[src/rtl/conv_window_gen_pkg.sv]
// Shared types and constants for the 3x3 RGB window generator.
//   pix_t : one 8-bit unsigned channel sample
//   rgb_t : one pixel, [CH_R]=R, [CH_G]=G, [CH_B]=B
//   win_t : one 3x3 window of a single channel, [k][l] = pixel(row-2+k, col-2+l)
package conv_pkg;

  typedef logic [7:0]      pix_t;
  typedef pix_t [2:0]      rgb_t;
  typedef pix_t [2:0][2:0] win_t;

  localparam int CH_R = 2;
  localparam int CH_G = 1;
  localparam int CH_B = 0;
  localparam int K    = 3;

endpackage

[src/rtl/conv_window_gen_if.sv]
// Pixel-in / window-out bus of conv_window_gen.
//   pixel side : pix_valid, pix_ready, pix_in (raster-order RGB stream)
//   window side: win_valid, win_ready, win_r/g/b, win_row, win_col, win_last
// Modports:
//   master : the environment (pixel source + window sink)
//   slave  : the window generator itself
interface conv_window_gen_if #(
  parameter int IMG_W = 8,
  parameter int IMG_H = 8
);
  import conv_pkg::*;

  localparam int RW = $clog2(IMG_H);
  localparam int CW = $clog2(IMG_W);

  logic          pix_valid;
  logic          pix_ready;
  rgb_t          pix_in;
  logic          win_valid;
  logic          win_ready;
  win_t          win_r;
  win_t          win_g;
  win_t          win_b;
  logic [RW-1:0] win_row;
  logic [CW-1:0] win_col;
  logic          win_last;

  modport master (
    output pix_valid, pix_in, win_ready,
    input  pix_ready, win_valid, win_r, win_g, win_b, win_row, win_col, win_last
  );

  modport slave (
    input  pix_valid, pix_in, win_ready,
    output pix_ready, win_valid, win_r, win_g, win_b, win_row, win_col, win_last
  );

endinterface

[src/rtl/conv_window_gen_line_buffer.sv]
// conv_line_buffer: one colour channel of the window generator.
// Holds the two previous image rows (lb0 = row-2, lb1 = row-1), each IMG_W
// deep and indexed by column, plus a 3x3 column shift register.
//   clk       : clock
//   acc_i     : pixel accepted this cycle (shared across channels)
//   col_i     : column of the accepted pixel
//   pix_i     : this channel's sample of the accepted pixel
//   win_nxt_o : window that results if the current pixel is accepted
// Storage is deliberately not reset: the top suppresses windows until two
// fresh rows have been accepted, so stale contents are never observed.
module conv_line_buffer
  import conv_pkg::*;
#(
  parameter int IMG_W = 8,
  parameter int CW    = $clog2(IMG_W)
) (
  input  logic          clk,
  input  logic          acc_i,
  input  logic [CW-1:0] col_i,
  input  pix_t          pix_i,
  output win_t          win_nxt_o
);

  pix_t       lb0_q [IMG_W];
  pix_t       lb1_q [IMG_W];
  pix_t [2:0] col_new;
  win_t       sr_q;

  // New column l=2, top to bottom: row-2, row-1, current row.
  assign col_new = {pix_i, lb1_q[col_i], lb0_q[col_i]};

  // Window after the shift, so the top can register it on the accepting edge.
  always_comb begin
    win_nxt_o = sr_q;
    for (int k = 0; k < K; k++)
      win_nxt_o[k] = {col_new[k], sr_q[k][2], sr_q[k][1]};
  end

  always_ff @(posedge clk) begin
    if (acc_i) begin
      lb0_q[col_i] <= lb1_q[col_i];
      lb1_q[col_i] <= pix_i;
      sr_q         <= win_nxt_o;
    end
  end

endmodule

[src/rtl/conv_window_gen.sv]
// conv_window_gen: streaming 3x3 window generator for RGB raster images.
// Tracks (row, col) of accepted pixels, feeds three per-channel line buffers
// and registers a window whenever the accepted pixel completes a full
// neighbourhood inside the image (row >= 2 and col >= 2).
//   clk   : clock
//   rst_n : asynchronous active-low reset
//   bus   : conv_window_gen_if.slave (pixel stream in, window stream out)
// The output register is a single pipeline stage: a new pixel is taken only
// when the held window is absent or leaving this cycle.
module conv_window_gen
  import conv_pkg::*;
#(
  parameter int IMG_W = 8,
  parameter int IMG_H = 8
) (
  input  logic              clk,
  input  logic              rst_n,
  conv_window_gen_if.slave  bus
);

  localparam int RW = $clog2(IMG_H);
  localparam int CW = $clog2(IMG_W);
  localparam logic [RW-1:0] ROW_LAST = RW'(IMG_H - 1);
  localparam logic [CW-1:0] COL_LAST = CW'(IMG_W - 1);

  logic [RW-1:0]  row_q, row_d;
  logic [CW-1:0]  col_q, col_d;
  logic           ready;
  logic           acc;
  logic           prod;
  logic           win_valid_q, win_valid_d;
  logic           win_last_q;
  logic [RW-1:0]  win_row_q;
  logic [CW-1:0]  win_col_q;
  win_t [K-1:0]   win_nxt;
  win_t [K-1:0]   win_q;

  assign ready = !win_valid_q || bus.win_ready;
  assign acc   = bus.pix_valid && ready;
  // Windows with col < 2 would mix columns from the previous row: suppress.
  assign prod  = acc && (row_q >= RW'(2)) && (col_q >= CW'(2));

  for (genvar ch = 0; ch < K; ch++) begin : g_ch
    conv_line_buffer #(.IMG_W(IMG_W), .CW(CW)) u_lb (
      .clk       (clk),
      .acc_i     (acc),
      .col_i     (col_q),
      .pix_i     (bus.pix_in[ch]),
      .win_nxt_o (win_nxt[ch])
    );
  end

  always_comb begin
    row_d = row_q;
    col_d = col_q;
    if (acc) begin
      if (col_q == COL_LAST) begin
        col_d = '0;
        row_d = (row_q == ROW_LAST) ? '0 : row_q + RW'(1);
      end else begin
        col_d = col_q + CW'(1);
      end
    end
  end

  // A producing accept always (re)loads the register, even while the old
  // window is leaving, so back-to-back windows keep win_valid high.
  assign win_valid_d = prod || (win_valid_q && !bus.win_ready);

  always_ff @(posedge clk or negedge rst_n) begin
    if (!rst_n) begin
      row_q       <= '0;
      col_q       <= '0;
      win_valid_q <= 1'b0;
      win_last_q  <= 1'b0;
      win_row_q   <= '0;
      win_col_q   <= '0;
      win_q       <= '0;
    end else begin
      row_q       <= row_d;
      col_q       <= col_d;
      win_valid_q <= win_valid_d;
      if (prod) begin
        win_q      <= win_nxt;
        win_row_q  <= row_q - RW'(2);
        win_col_q  <= col_q - CW'(2);
        win_last_q <= (row_q == ROW_LAST) && (col_q == COL_LAST);
      end
    end
  end

  assign bus.pix_ready = ready;
  assign bus.win_valid = win_valid_q;
  assign bus.win_r     = win_q[CH_R];
  assign bus.win_g     = win_q[CH_G];
  assign bus.win_b     = win_q[CH_B];
  assign bus.win_row   = win_row_q;
  assign bus.win_col   = win_col_q;
  assign bus.win_last  = win_last_q;

endmodule
[src/flat_wrapper.sv]
// flat-port wrapper written by rule: the top's interface ports become plain ports
module conv_window_gen_flat import conv_pkg::*;
#(
  parameter int IMG_W = 8,
  parameter int IMG_H = 8
)
  (clk, rst_n, bus_pix_valid, bus_pix_in, bus_win_ready, bus_pix_ready, bus_win_valid, bus_win_r, bus_win_g, bus_win_b, bus_win_row, bus_win_col, bus_win_last);
  conv_window_gen_if #(.IMG_W(IMG_W), .IMG_H(IMG_H)) bus_i ();
  input  logic clk;
  input  logic rst_n;
  input wire logic [$bits(bus_i.pix_valid)-1:0] bus_pix_valid;
  input wire logic [$bits(bus_i.pix_in)-1:0] bus_pix_in;
  input wire logic [$bits(bus_i.win_ready)-1:0] bus_win_ready;
  output wire logic [$bits(bus_i.pix_ready)-1:0] bus_pix_ready;
  output wire logic [$bits(bus_i.win_valid)-1:0] bus_win_valid;
  output wire logic [$bits(bus_i.win_r)-1:0] bus_win_r;
  output wire logic [$bits(bus_i.win_g)-1:0] bus_win_g;
  output wire logic [$bits(bus_i.win_b)-1:0] bus_win_b;
  output wire logic [$bits(bus_i.win_row)-1:0] bus_win_row;
  output wire logic [$bits(bus_i.win_col)-1:0] bus_win_col;
  output wire logic [$bits(bus_i.win_last)-1:0] bus_win_last;
  assign bus_i.pix_valid = bus_pix_valid;
  assign bus_i.pix_in = bus_pix_in;
  assign bus_i.win_ready = bus_win_ready;
  assign bus_pix_ready = bus_i.pix_ready;
  assign bus_win_valid = bus_i.win_valid;
  assign bus_win_r = bus_i.win_r;
  assign bus_win_g = bus_i.win_g;
  assign bus_win_b = bus_i.win_b;
  assign bus_win_row = bus_i.win_row;
  assign bus_win_col = bus_i.win_col;
  assign bus_win_last = bus_i.win_last;
  conv_window_gen #(.IMG_W(IMG_W), .IMG_H(IMG_H)) u_core (.clk(clk), .rst_n(rst_n), .bus(bus_i));
endmodule
[config.mk]
export PLATFORM = sky130hd
export DESIGN_NAME = conv_window_gen_flat
export DESIGN_NICKNAME = d
export VERILOG_FILES = /design/src/rtl/conv_window_gen_pkg.sv /design/src/rtl/conv_window_gen_if.sv /design/src/rtl/conv_window_gen_line_buffer.sv /design/src/rtl/conv_window_gen.sv /design/src/flat_wrapper.sv
export SDC_FILE = /design/constraint.sdc
export NUM_CORES = 1
export LEC_CHECK = 0
export BUFFER_PORTS_ARGS = -buffer_cell sky130_fd_sc_hd__buf_2
export CORE_MARGIN = 1
export CORE_UTILIZATION = 35
export DETAILED_ROUTE_END_ITERATION = 16
export PLACE_DENSITY_LB_ADDON = 0.2
export SYNTH_ARGS = -nofsm -noshare
export SYNTH_HDL_FRONTEND = slang
export SYNTH_SLANG_ARGS = --single-unit
[constraint.sdc]
create_clock -name clk -period 14.2 [get_ports clk]
set_input_delay 0.71 -clock clk [delete_from_list [all_inputs] [get_ports clk]]
set_output_delay 0.71 -clock clk [all_outputs]
set_load 0.01 [all_outputs]
After elaboration in Yosys (flattened, before gate mapping)
Memory sizes are Yosys's and may differ from the RTL's.
Index checks and enable logic that the tools add are counted.
{ "word_totals": {"ff_bits": 374, "word_cells": 79, "n_memories": 6, "output_inout_bits": 225, "ramBits": 384} }
{ "mem_list": {"columns": ["memory", "depth", "width", "rd", "rd_clocked_by_memory_dff", "write_ports", "line_no", "rtl"], "rows": [
  ["u_core.g_ch[0].u_lb.lb0_q", 8, 8, 1, 0, 1, "conv_window_gen_line_buffer.sv:24", "pix_t lb0_q [IMG_W];"],
  ["u_core.g_ch[0].u_lb.lb1_q", 8, 8, 1, 0, 1, "conv_window_gen_line_buffer.sv:25", "pix_t lb1_q [IMG_W];"],
  ["u_core.g_ch[1].u_lb.lb0_q", 8, 8, 1, 0, 1, "conv_window_gen_line_buffer.sv:24", null],
  ["u_core.g_ch[1].u_lb.lb1_q", 8, 8, 1, 0, 1, "conv_window_gen_line_buffer.sv:25", null],
  ["u_core.g_ch[2].u_lb.lb0_q", 8, 8, 1, 0, 1, "conv_window_gen_line_buffer.sv:24", null],
  ["u_core.g_ch[2].u_lb.lb1_q", 8, 8, 1, 0, 1, "conv_window_gen_line_buffer.sv:25", null]
]} }
{ "op_classes": {"n_eq_ne": 2, "n_addsub": 4, "magnitude_cmp": 2, "n_reduce_logical": 10, "n_mux": 4} }
{ "ops": {"columns": ["cell", "n"], "rows": [
  ["$add 3x1->3 const B", 2],
  ["$eq 3x3->1 const B", 2],
  ["$ge 3x2->1 const B", 2],
  ["$mux 3", 2],
  ["$sub 3x2->3 const B", 2],
  ["$logic_and 1x1->1", 5],
  ["$logic_not 1->1", 2],
  ["$logic_or 1x1->1", 2],
  ["$mux 1", 2],
  ["$reduce_and 2->1", 1]
]} }

Depth between registers and ports, before layout
{ "depth": {"word_depth": 6, "depth_mapped": 10, "ltp_nobuf": 5} }

Cells and area by module
A second synthesis with hierarchy kept.
{ "hier_totals": {"cells_unflattened": 1355, "area_unflattened_um2": 28168.3} }
{ "modules_own_cells": {"columns": ["mod", "instances", "cells_each", "area_per_inst_um2"], "rows": [
  ["conv_line_buffer", 3, 278, 6473.7],
  ["conv_window_gen", 1, 521, 8747.1]
]} }

Worst setup path before layout
No wires, ideal clock.
{ "synth_path": {"path_kind": "input -> register", "start": "in bus_win_ready", "end": "mem u_core.g_ch[0].u_lb.lb0_q[1][0] (netlist bit), enable pin", "t_required_ns": 13.789, "stages": 5, "t_arrival_ns": 6.625, "setup_time_ns": 0.411, "setup_slack_ns": 7.165, "cell_sequence": "nand2b_4 nand2_2 inv_1 clkbuf_1 and3_1"} }
{ "synth_between": {"elab_chain_cells": 4} }
{ "synth_lines": {"columns": ["item", "line_no", "rtl"], "rows": [
  ["start, declared", "flat_wrapper.sv:13", "input wire logic [$bits(bus_i.win_ready)-1:0] bus_win_ready;"],
  ["$logic_or 1x1->1", "conv_window_gen.sv:38", "assign ready = !win_valid_q || bus.win_ready;"],
  ["$logic_and 1x1->1", "conv_window_gen.sv:39", "assign acc = bus.pix_valid && ready;"],
  ["via u_core.acc", "conv_window_gen.sv:29", "logic acc;"],
  ["$mux 1", "conv_window_gen_line_buffer.sv:40", "if (acc_i) begin"],
  ["$mux 1 (implied by the code)", "conv_window_gen_line_buffer.sv:41", "lb0_q[col_i] <= lb1_q[col_i];"],
  ["end, declared", "conv_window_gen_line_buffer.sv:24", null]
]} }
The timed path passes the listed nets, and every way through them passes these cells.

Worst setup path in the final report
{ "layout_path": {"start": "reg u_core.col_q[0]", "end": "reg u_core.win_q (netlist bit u_core.bus.win_g[60])"} }
{ "layout_between": {"elab_chain_cells": 2} }
{ "layout_lines": {"columns": ["item", "line_no", "rtl"], "rows": [
  ["start, declared", "conv_window_gen.sv:27", "logic [CW-1:0] col_q, col_d;"],
  ["start signal, assigned", "conv_window_gen.sv:81", "col_q <= col_d;"],
  ["$ge 3x2->1", "conv_window_gen.sv:41", "assign prod = acc && (row_q >= RW'(2)) && (col_q >= CW'(2));"],
  ["$logic_and 1x1->1", "conv_window_gen.sv:41", null],
  ["end signal, assigned", "conv_window_gen.sv:84", "win_q <= win_nxt;"],
  ["end, declared", "conv_window_gen.sv:36", "win_t [K-1:0] win_q;"]
]} }
Every way passes these cells.
A chain may end at the register's enable or synchronous reset.

==> metrics.md <==
| Metric | Value |
|---|---|
| Status | finished clean |
| CTS Buf Count | 84 |
| Htree depth | 3 |
| Total power | 8.08 mW |
| Most used cell, CP | buf_4 |
| Final worst path period share | 29.7% |
| Seq/Total Area, Yosys | 76.6% |
| Fin util | 41.9% |
| Hold Path Class | input pin to flop |
| Gr usage total | between 10% and 20% |
| Final Max Slew Viols | 0 |
| Vias | approximately 13,000 |
| Core area | 79,400 µm² |
| Clock transition at path regs | 60 ps |
| Total die area | roughly 80,000 µm² |
| Slowest library cell on the worst path | dfrtp_4 |
| Synth warnings | 0 |
| Pin count of the biggest net entering global routing | 68 |
| Multi-input gate area | a little over 6000 µm² |
| Final HPWL DP | slightly above 30,000 µm |
| Synth-to-Final Area Change | 17.9% |
| Routability congestion estimate | ~0.70 |
| Fillers | 7,084 |
| Critical Path RT | around 15,000 ps |
| Die Span Y | 286 µm |
| Clk sink count | around 760 |
| WHS | 382 ps |
| I/O pin cnt | 253 |
| Layout cell share with drive strength beyond 1 | approximately 43% |
| Vias in the first global route | between 10,000 and 15,000 |
| Total wire length | 56,500 µm |
| # DRC | 0 |
| Slew headroom | 33.2% |
| Fin area | 33,200 µm² |
| Initial Utilization | 35.5% |
| Number of post-CTS setup repair buffers | 0 |
| # nets final | 1,661 |
| Kind of critical path | flop to flop |
| Post-synth cell types | 25 |
| TritonCTS clock tree | yes |
| Final Hold Violating Endpoints | 0 |
| Synthesis-stage register bit count | 758 |
| Startpoint Class | flop |
| Initial antenna violation count | 1 |
| Worst vdd rail ir drop | 112 µV |
| # port buffers | roughly 250 |
| Row Count | ~100 |
| Worst-skew pair later-pin latency | 630 ps |
| Die X | 286 µm |
| FF+latch area | 21,600 µm² |
| DRT iter0 DRCs | 664 |
| Final ANT Viol Nets | 0 |
| Mapped Nets | around 1,400 |
| Final Critical Period | ~4200 ps |
| First drt pass iteration count | 4 |
| Cell leakage power | 13.1 nW |
| Synthesized area | 28,200 µm² |
| Routed len/inst | 20.6 µm |
| Clk root buf | clkbuf_16 |
| Commonest non-fill, non-tap cell in the layout | edfxtp_1 |
| Placed cell area | around 30,000 µm² |
| RSZ-0062 raised after global routing | no |
| Clk buf depth | 3 |
| Setup violators final | 0 |
| Gate Count Post-Synth | 1,329 |
| Critical path endpoint category | flop |
| Actual slew at the worst max-slew pin | 1000 ps |
| Worst-path cell chain | inv_1, ha_1, a21boi_1, or3_4, buf_4, buf_4, mux2_4 |
| Grt ovf | 0 |
| Worst EP arrival | 4730 ps |
| Max-Cap Viols | 0 |
| Pwr/cell area | 243 nW/µm² |
| Max incr delay on CP | 1010 ps |
| Via-to-Cell Ratio | 4.63 |
| Avg Cell Area, Syn | 21.2 µm² |
| Resized Gates After CTS | 0 |
| Setup TNS | 0 ps |
| Worst clock skew | around 27 ps |
| Global-route wire length before repair | 86,700 µm |
| Peak Freq | 0.237 GHz |
| Worst-path fanout max | 60 |
| Commonest non-fill, non-tap cells in the layout | 528 x edfxtp_1, 251 x buf_2, 227 x dfrtp_1 |
[critical path: cells and delay by family, from the launching register on]
family | cells | cell delay [ps]
simple gates | 1 | 290
buf+inv | 3 | 1840
flops | 1 | 1010
compound gates | 1 | 150
mux | 1 | 360
fa+ha+maj | 1 | 280
[per-stage QoR]
step           instances  setup slack (ps)
3_5_place_dp        2585              9860
2_1_floorplan       1329              7160
4_1_cts             2744              9830
5_1_grt             2744              9590
6_report            2745              9980
3_3_place_gp        2585              9890
[layer usage]
metal / routed length, µm / track usage (%) / vias up / share of wire, %
met5: 0 / 0 / - / 0
met4: 1280 / 4.13 / 0 / 2.3
met3: 2350 / 3.00 / 102 / 4.2
met2: 28000 / 23.2 / 229 / 50
met1: 24900 / 18.4 / 6683 / 44
li1: - / - / 5704 / -
[cells by family (layout without fill, tap and decap cells)]
family                     after synthesis  after routing  share of synthesized area, %
and+or+nand+nor                        163            163                          2.31
AOI/OAI and AO/OA                        7              7                         0.151
buffers and inverters                   70            435                          1.75
DFF                                    758            758                          76.6
other                                    0              1                             0
adders and majority gates               11             11                         0.488
muxes                                  320            320                          18.7
[power breakdown]
group,internal (mW),switching (mW)
Combinational,1.17,1.22
Sequential,3.23,0.329
Clock,1.25,0.883
[sequential cells by signal, summed over array words and instances, names as in the netlist]
signal                      count
u_core.g_ch.u_lb.lb0_q        192
u_core.bus.win_col              3
u_core.bus.win_r               72
u_core.row_q                    3
u_core.g_ch.u_lb.lb1_q        192
u_core.bus.win_last             1
u_core.bus.win_valid            1
u_core.g_ch.u_lb.win_nxt_o    144
u_core.col_q                    3
u_core.bus.win_g               72
u_core.bus.win_b               72
u_core.bus.win_row              3
[final cells by class]
cell class                      instances  area share (%)
Tap cell                             1050            3.95
Clock buffer                          127            7.29
Multi-Input combinational cell        501            18.5
Clock inverter                         31           0.937
Sequential cell                       758            65.0
Antenna cell                            1         0.00753
Inverter                               10           0.132
Timing Repair Buffer                  267            4.17
[what timing repair did]
item                                   in CTS  in global routing
endpoints found under the hold margin      47                  0
hold buffers                                1                  0
setup endpoints to repair                   0                  0
[cells in the mapped netlist, drive strengths merged]
library cell / n / area [µm²]
nand2b: 1 / 13.8
dfrtp: 230 / 5760
buf: 45 / 399
nor3: 1 / 5.00
nand2: 150 / 566
mux2i: 3 / 30.0
a21o: 1 / 7.51
clkbuf: 15 / 56.3
or3: 2 / 12.5
o21ai: 4 / 20.0
ha: 11 / 138
a21boi: 2 / 15.0
mux2: 221 / 3070
nand3: 1 / 5.00
and3: 8 / 50.1
inv: 10 / 37.5
edfxtp: 528 / 15900
mux4: 96 / 2160
[worst paths after layout]
check,startpoint,to,slack (ps),depth (start not counted)
setup / recovery,u_core.col_q[0],u_core.bus.win_g[60],9980,7
hold / removal,bus_win_ready,u_core.bus.win_valid,380,3
setup reg to reg,u_core.col_q[0],u_core.bus.win_g[60],9980,7
hold reg to reg,u_core.g_ch[1].u_lb.win_nxt_o[61],u_core.g_ch[1].u_lb.win_nxt_o[53],440,0
max in group asynchronous,rst_n,u_core.bus.win_b[42],11640,4
min in group asynchronous,rst_n,u_core.bus.win_b[31],590,2
Power figures use the tool's default switching activity.
